==> src/rtl/bist_pattern_misr_if.sv <==
// Stimulus/response bus between the BIST harness and its controller.
// BIST_GOLDEN_CMP_EN adds the golden-signature input and pass flag.
interface bist_pattern_misr_if #(
  parameter int unsigned WIDTH = 32
);
  logic             start;
  logic             seed_load;
  logic [WIDTH-1:0] seed_in;
  logic [WIDTH-1:0] pat_out;
  logic [WIDTH-1:0] resp_in;
  logic             busy;
  logic             done;
  logic [WIDTH-1:0] signature;
  logic [15:0]      pattern_idx;
`ifdef BIST_GOLDEN_CMP_EN
  logic [WIDTH-1:0] golden;
  logic             pass;

  modport master (
    output start, seed_load, seed_in, resp_in, golden,
    input  pat_out, busy, done, signature, pattern_idx, pass
  );
  modport slave (
    input  start, seed_load, seed_in, resp_in, golden,
    output pat_out, busy, done, signature, pattern_idx, pass
  );
`else
  modport master (
    output start, seed_load, seed_in, resp_in,
    input  pat_out, busy, done, signature, pattern_idx
  );
  modport slave (
    input  start, seed_load, seed_in, resp_in,
    output pat_out, busy, done, signature, pattern_idx
  );
`endif
endinterface

==> src/rtl/bist_pattern_misr.sv <==
// LFSR pattern source plus MISR response compactor for a combinational CUT.
// Optional golden-signature comparator under BIST_GOLDEN_CMP_EN.
module bist_pattern_misr #(
  parameter int unsigned      WIDTH        = 32,
  parameter int unsigned      NUM_PATTERNS = 256,
  parameter logic [WIDTH-1:0] LFSR_SEED    = 32'h0000_0001,
  parameter logic [WIDTH-1:0] POLY         = 32'h0040_0007
) (
  input logic                clk,
  input logic                rst_n,
  bist_pattern_misr_if.slave bus
);

  localparam logic [15:0] LastIdx = 16'(NUM_PATTERNS - 1);

  typedef enum logic [1:0] {StIdle, StRun, StDone} state_e;

  state_e           state_q, state_d;
  logic [WIDTH-1:0] seed_q, seed_d;
  logic [WIDTH-1:0] lfsr_q, lfsr_d;
  logic [WIDTH-1:0] misr_q, misr_d;
  logic [15:0]      idx_q, idx_d;
  logic [WIDTH-1:0] seed_eff;
  logic             seed_ok;
  logic             last;

  function automatic logic [WIDTH-1:0] shift(input logic [WIDTH-1:0] x);
    return {x[WIDTH-2:0], 1'b0} ^ (x[WIDTH-1] ? POLY : '0);
  endfunction

  // A zero seed would lock the LFSR at zero forever.
  assign seed_eff = (bus.seed_in == '0) ? WIDTH'(1) : bus.seed_in;
  assign seed_ok  = bus.seed_load && (state_q != StRun);
  assign last     = (idx_q == LastIdx);

  always_ff @(posedge clk) begin
    if (!rst_n) begin
      state_q <= StIdle;
    end else begin
      state_q <= state_d;
    end
  end

  always_comb begin
    state_d = state_q;
    unique case (state_q)
      StIdle:  if (bus.start) state_d = StRun;
      StRun:   if (last)      state_d = StDone;
      StDone:  if (bus.start) state_d = StRun;
      default: state_d = StIdle;
    endcase
  end

  always_comb begin
    bus.busy = (state_q == StRun);
    bus.done = (state_q == StDone);
  end

  always_comb begin
    seed_d = seed_q;
    lfsr_d = lfsr_q;
    misr_d = misr_q;
    idx_d  = idx_q;
    if (seed_ok) begin
      seed_d = seed_eff;
      lfsr_d = seed_eff;
    end
    if (state_q == StRun) begin
      misr_d = shift(misr_q) ^ bus.resp_in;
      lfsr_d = shift(lfsr_q);
      idx_d  = idx_q + 16'd1;
    end else if (bus.start) begin
      // A seed loaded on the same edge is the one used for this run.
      lfsr_d = seed_ok ? seed_eff : seed_q;
      misr_d = '0;
      idx_d  = '0;
    end
  end

  always_ff @(posedge clk) begin
    if (!rst_n) begin
      seed_q <= LFSR_SEED;
      lfsr_q <= LFSR_SEED;
      misr_q <= '0;
      idx_q  <= '0;
    end else begin
      seed_q <= seed_d;
      lfsr_q <= lfsr_d;
      misr_q <= misr_d;
      idx_q  <= idx_d;
    end
  end

  assign bus.pat_out     = lfsr_q;
  assign bus.signature   = misr_q;
  assign bus.pattern_idx = idx_q;

`ifdef BIST_GOLDEN_CMP_EN
  logic pass_q, pass_d;

  always_comb begin
    pass_d = pass_q;
    if (state_q == StRun) begin
      pass_d = last ? (misr_d == bus.golden) : 1'b0;
    end else if (bus.start) begin
      pass_d = 1'b0;
    end
  end

  always_ff @(posedge clk) begin
    if (!rst_n) begin
      pass_q <= 1'b0;
    end else begin
      pass_q <= pass_d;
    end
  end

  assign bus.pass = pass_q;
`endif

endmodule

==> src/flat_wrapper.sv <==
// flat-port wrapper written by rule: the top's interface ports become plain ports
module bist_pattern_misr_flat 
#(
  parameter int unsigned      WIDTH        = 32,
  parameter int unsigned      NUM_PATTERNS = 256,
  parameter logic [WIDTH-1:0] LFSR_SEED    = 32'h0000_0001,
  parameter logic [WIDTH-1:0] POLY         = 32'h0040_0007
)
  (clk, rst_n, bus_start, bus_seed_load, bus_seed_in, bus_resp_in, bus_pat_out, bus_busy, bus_done, bus_signature, bus_pattern_idx);
  bist_pattern_misr_if #(.WIDTH(WIDTH)) bus_i ();
  input logic clk;
  input logic rst_n;
  input wire logic [$bits(bus_i.start)-1:0] bus_start;
  input wire logic [$bits(bus_i.seed_load)-1:0] bus_seed_load;
  input wire logic [$bits(bus_i.seed_in)-1:0] bus_seed_in;
  input wire logic [$bits(bus_i.resp_in)-1:0] bus_resp_in;
  output wire logic [$bits(bus_i.pat_out)-1:0] bus_pat_out;
  output wire logic [$bits(bus_i.busy)-1:0] bus_busy;
  output wire logic [$bits(bus_i.done)-1:0] bus_done;
  output wire logic [$bits(bus_i.signature)-1:0] bus_signature;
  output wire logic [$bits(bus_i.pattern_idx)-1:0] bus_pattern_idx;
  assign bus_i.start = bus_start;
  assign bus_i.seed_load = bus_seed_load;
  assign bus_i.seed_in = bus_seed_in;
  assign bus_i.resp_in = bus_resp_in;
  assign bus_pat_out = bus_i.pat_out;
  assign bus_busy = bus_i.busy;
  assign bus_done = bus_i.done;
  assign bus_signature = bus_i.signature;
  assign bus_pattern_idx = bus_i.pattern_idx;
  bist_pattern_misr #(.WIDTH(WIDTH), .NUM_PATTERNS(NUM_PATTERNS), .LFSR_SEED(LFSR_SEED), .POLY(POLY)) u_core (.clk(clk), .rst_n(rst_n), .bus(bus_i));
endmodule
==> config.mk <==
export PLATFORM = sky130hd
export DESIGN_NAME = bist_pattern_misr_flat
export DESIGN_NICKNAME = d
export VERILOG_FILES = /design/src/rtl/bist_pattern_misr_if.sv /design/src/rtl/bist_pattern_misr.sv /design/src/flat_wrapper.sv
export SDC_FILE = /design/constraint.sdc
export NUM_CORES = 1
export LEC_CHECK = 0
export CELL_PAD_IN_SITES_DETAIL_PLACEMENT = 2
export CELL_PAD_IN_SITES_GLOBAL_PLACEMENT = 2
export CORE_ASPECT_RATIO = 1.75
export CORE_MARGIN = 2
export CORE_UTILIZATION = 27
export CTS_BUF_LIST = sky130_fd_sc_hd__clkbuf_16
export CTS_CLUSTER_SIZE = 30
export DETAILED_ROUTE_END_ITERATION = 6
export PLACE_DENSITY = 0.85
export SLEW_MARGIN = 40
export SYNTH_ARGS = -nofsm -noshare
export SYNTH_HDL_FRONTEND = slang
export SYNTH_SLANG_ARGS = --single-unit
==> constraint.sdc <==
create_clock -name clk -period 2 [get_ports clk]
set_input_delay 0.3 -clock clk [delete_from_list [all_inputs] [get_ports clk]]
set_output_delay 0.3 -clock clk [all_outputs]
set_load 0.1 [all_outputs]
==> impl_metrics.yaml <==
run_status:
  status: "complete, no violations"
logic_synthesis:
  synth_seq_area_share_pct: 41.8
  synth_top_cell_by_area: "dfxtp_1"
  synth_edf_count: 0
  synth.distinct_cells: 43
  synth_top_flop_cell: "dfxtp_1"
  async_flop_share_pct: 0
  synth_top_area_share_pct: 41.8
  synth_fp_nets: 757
  syn_area_per_cell_um2: 7.94
  syn_area_mm2: 0.00546
  yosysWarnings: 0
  synthTopCellsByArea: "dfxtp_1 42%, nand2_1 12%, a21boi_0 9.9%, a22oi_1 3.8%, xor2_1 3.5%"
  syn_inst: 688
  ys_ff_latch: 114
global_routing:
  grt_pass1_vias: 6128
  antenna_found_initial: 0
  grt_usage_pct: 19.9
  grt_remaining_overflow: 0
  grt_pass1_wl_um: 33400
  grt_start_max_net_pins: 59
worst_setup_path:
  path_max_fanout: 28
  critPathKind: "reg -> out"
  crit_start: "u_core.state_q[0]"
  r2r-end: "u_core.bus.pattern_idx[14]"
  r2r_cells: 5
  cp-start-kind: "flop"
  crit_arrival_ns: 1.58
  cp-end-kind: "output pin"
  r2r_start: "u_core.bus.pattern_idx[0]"
  required_ns: 1.70
  r2r_slack_ns: 0.18
placement:
  place_inst: 1077
  dp_hpwl_um: 14700
  io_buffer_count: 149
  dp_slack_ns: -0.140
  routabilityCongestion: 0.786
clock_network:
  cts-htree-levels: 4
  cts_root_buf: "clkbuf_16"
  cts_setup_buffers: 0
  clk_latency_ns: 0.43
  cts_tree: "yes"
  numClockSinks: 114
  clk_pin_slew_ns: 0.06
  cts-buffers-inserted: 17
  hold_buffers: 0
  clockBufferDepth: 2
floorplanning:
  initial_core_util_pct: 27.5
  core_mm2: 0.0198
  dieArea_mm2: 0.0214
  die_h_um: 192
  io-pin-count: 150
  chipWidth_um: 112
  rows: 68
sta:
  skew_ns: 0.0127
  report.final.slew_viol_count: 0
  final_hold_viol_count: 0
  max_slew_margin_pct: 71.5
  setup_violations: 0
  fmax_mhz: 531
  finalCriticalPeriod_ns: 1.88
  period_share_pct: 94.1
  rsz0062_at_grt: "false"
  tightest_slew_ns: 0.428
  timing.final.ws_setup_ns: 0.118
power_and_ir_drop:
  p_int_uw: 4870
  power.total_uw: 7350
  p_comb_share_pct: 22.0
  power_frac_clock_pct: 43.8
  ir_drop_mv: 0.467
  p_sw_uw: 2480
  leakage_uw: 0.00323
  switching_share_pct: 33.7
  p_seq_share_pct: 34.2
  p_per_area_mw_per_mm2: 922
min_path:
  worstHoldStart: "rst_n"
  hold_depth: 2
  hp-class: "in -> reg"
  min_to: "u_core.bus.pat_out[9]"
finish:
  antenna_cells: 0
  nets: 919
  final_layout_size_suffix_gt1_share_pct: 21.6
  final_cells: 1108
  area_delta_synth_final_pct: 45.9
route:
  drtAntennaViolNets: 0
  drc: 0
  routed_via_density: 5.10
  wl_per_cell_um: 19.0
  drt-initial-drc-count: 182
  via_count: 5652
  drtPass1Iterations: 4
  wirelength_um: 21100
job:
  drv_cap: 0
-- worst max-delay path, stage by stage (launching register included) --
cell      delay [ns]
dfxtp_1         0.44
nand2b_4        0.21
inv_6           0.28
buf_12          0.22
-- power groups by stage --
stage                     Sequential [uW]  Combinational, uW  Clock (uW)
final                                2510               1620        3220
after global routing                 2530               1720        3360
after CTS                            2510               1640        3300
after detailed placement             2560               1630           0
after global placement               2550               1600           0
after floorplan                      3130                461           0
-- per-layer routing --
layer	routed length [um]	global-route usage, %
met4	584	8.26
met1	8120	21.0
met5	0	0
met2	11800	38.8
met3	545	2.84
-- kinds of logic after synthesis --
logic type                 count (synthesis)  share of synthesized area, %
AOI/OAI and AO/OA                        190                          24.1
DFF                                      114                          41.8
xor gates and xnor gates                  41                          6.57
and+or+nand+nor                          284                          23.2
adders and majority gates                  1                         0.229
buffers and inverters                     58                          4.08
-- layout make-up --
type	instances	area, um2
fillers	2243	11900
multi-input cells	516	2980
flip-flops and latches	114	2300
repair buffers	197	1750
clock buffers	17	425
well taps	245	307
clock inverters	15	184
inverters	4	20.0
-- worst max path at each step --
stage                                            end  cells after the start
after floorplan           u_core.bus.pattern_idx[10]                      5
after global placement         u_core.bus.pat_out[0]                      7
after detailed placement       u_core.bus.pat_out[0]                      7
after CTS                                   bus_busy                      3
after global routing                        bus_busy                      3
final                                       bus_busy                      3
-- cells in the mapped netlist (2+ instances only) --
| cell | instances |
|---|---|
| nand4_1 | 4 |
| a21boi_0 | 72 |
| buf_1 | 5 |
| or3_1 | 6 |
| nor4_1 | 10 |
| o21a_1 | 14 |
| clkbuf_1 | 45 |
| inv_1 | 3 |
| o21ai_0 | 36 |
| nor2_1 | 31 |
| xnor2_1 | 19 |
| nand2_1 | 171 |
| nor2b_1 | 9 |
| a22oi_1 | 28 |
| nand3_1 | 19 |
| dfxtp_1 | 114 |
| nand2b_1 | 2 |
| o211ai_1 | 5 |
| o221a_2 | 2 |
| o22ai_1 | 5 |
| nand3b_1 | 3 |
| buf_2 | 4 |
| a21boi_1 | 7 |
| and2_1 | 3 |
| and3_1 | 21 |
| xor2_1 | 22 |
| a21oi_1 | 8 |
| a31oi_1 | 5 |
-- layout by cell type, fill, tap and decap left out, drive strengths merged, types with 2 or more instances in the layout --
cell           netlist  layout
nand2b               2       2
buf                  9     132
o21ai               37      37
bufinv               0       3
and3                21      21
or3                  6       6
o211ai               5       5
nor2                32      32
nor4                10      10
nand2              172     172
nand3b               3       3
clkbuf              45      17
clkinvlp             0       3
a21boi              79      79
nand3               19      19
nand4                4       4
nor2b                9       9
a22oi               28      28
o22ai                5       5
xnor2               19      19
o21a                14      14
a31oi                5       5
dfxtp              114     114
xor2                22      22
and2                 3       3
clkdlybuf4s50        0      65
o221a                2       2
clkinv               0       6
a21oi                8       8
inv                  4       7
-- flip-flops by register name (all words and copies together) (netlist names) --
name	flops
u_core.bus.signature	32
u_core.bus.pat_out	32
u_core.bus.pattern_idx	16
u_core.seed_q	32
u_core.state_q	2
-- through the flow --
step | hold slack, ns | instance area [um2] | setup TNS [ns] | util (%)
floorplan | 0.443 | 5500 | 0 | -
global placement | 0.449 | 7360 | -0.208 | 37.1
detailed placement | 0.461 | 7360 | -0.140 | 37.1
CTS | 0.331 | 7960 | 0 | 40.2
global route | 0.376 | 7970 | 0 | 40.2
finish | 0.347 | 7970 | 0 | 40.2
-- timing repair --
action / CTS / global route
setup endpoints to repair: 1 / 2
pin swaps: 0 / 0
cloned: 0 / 0
gates resized for setup: 1 / 2
Note: power is estimated with default switching activity, not from simulation.
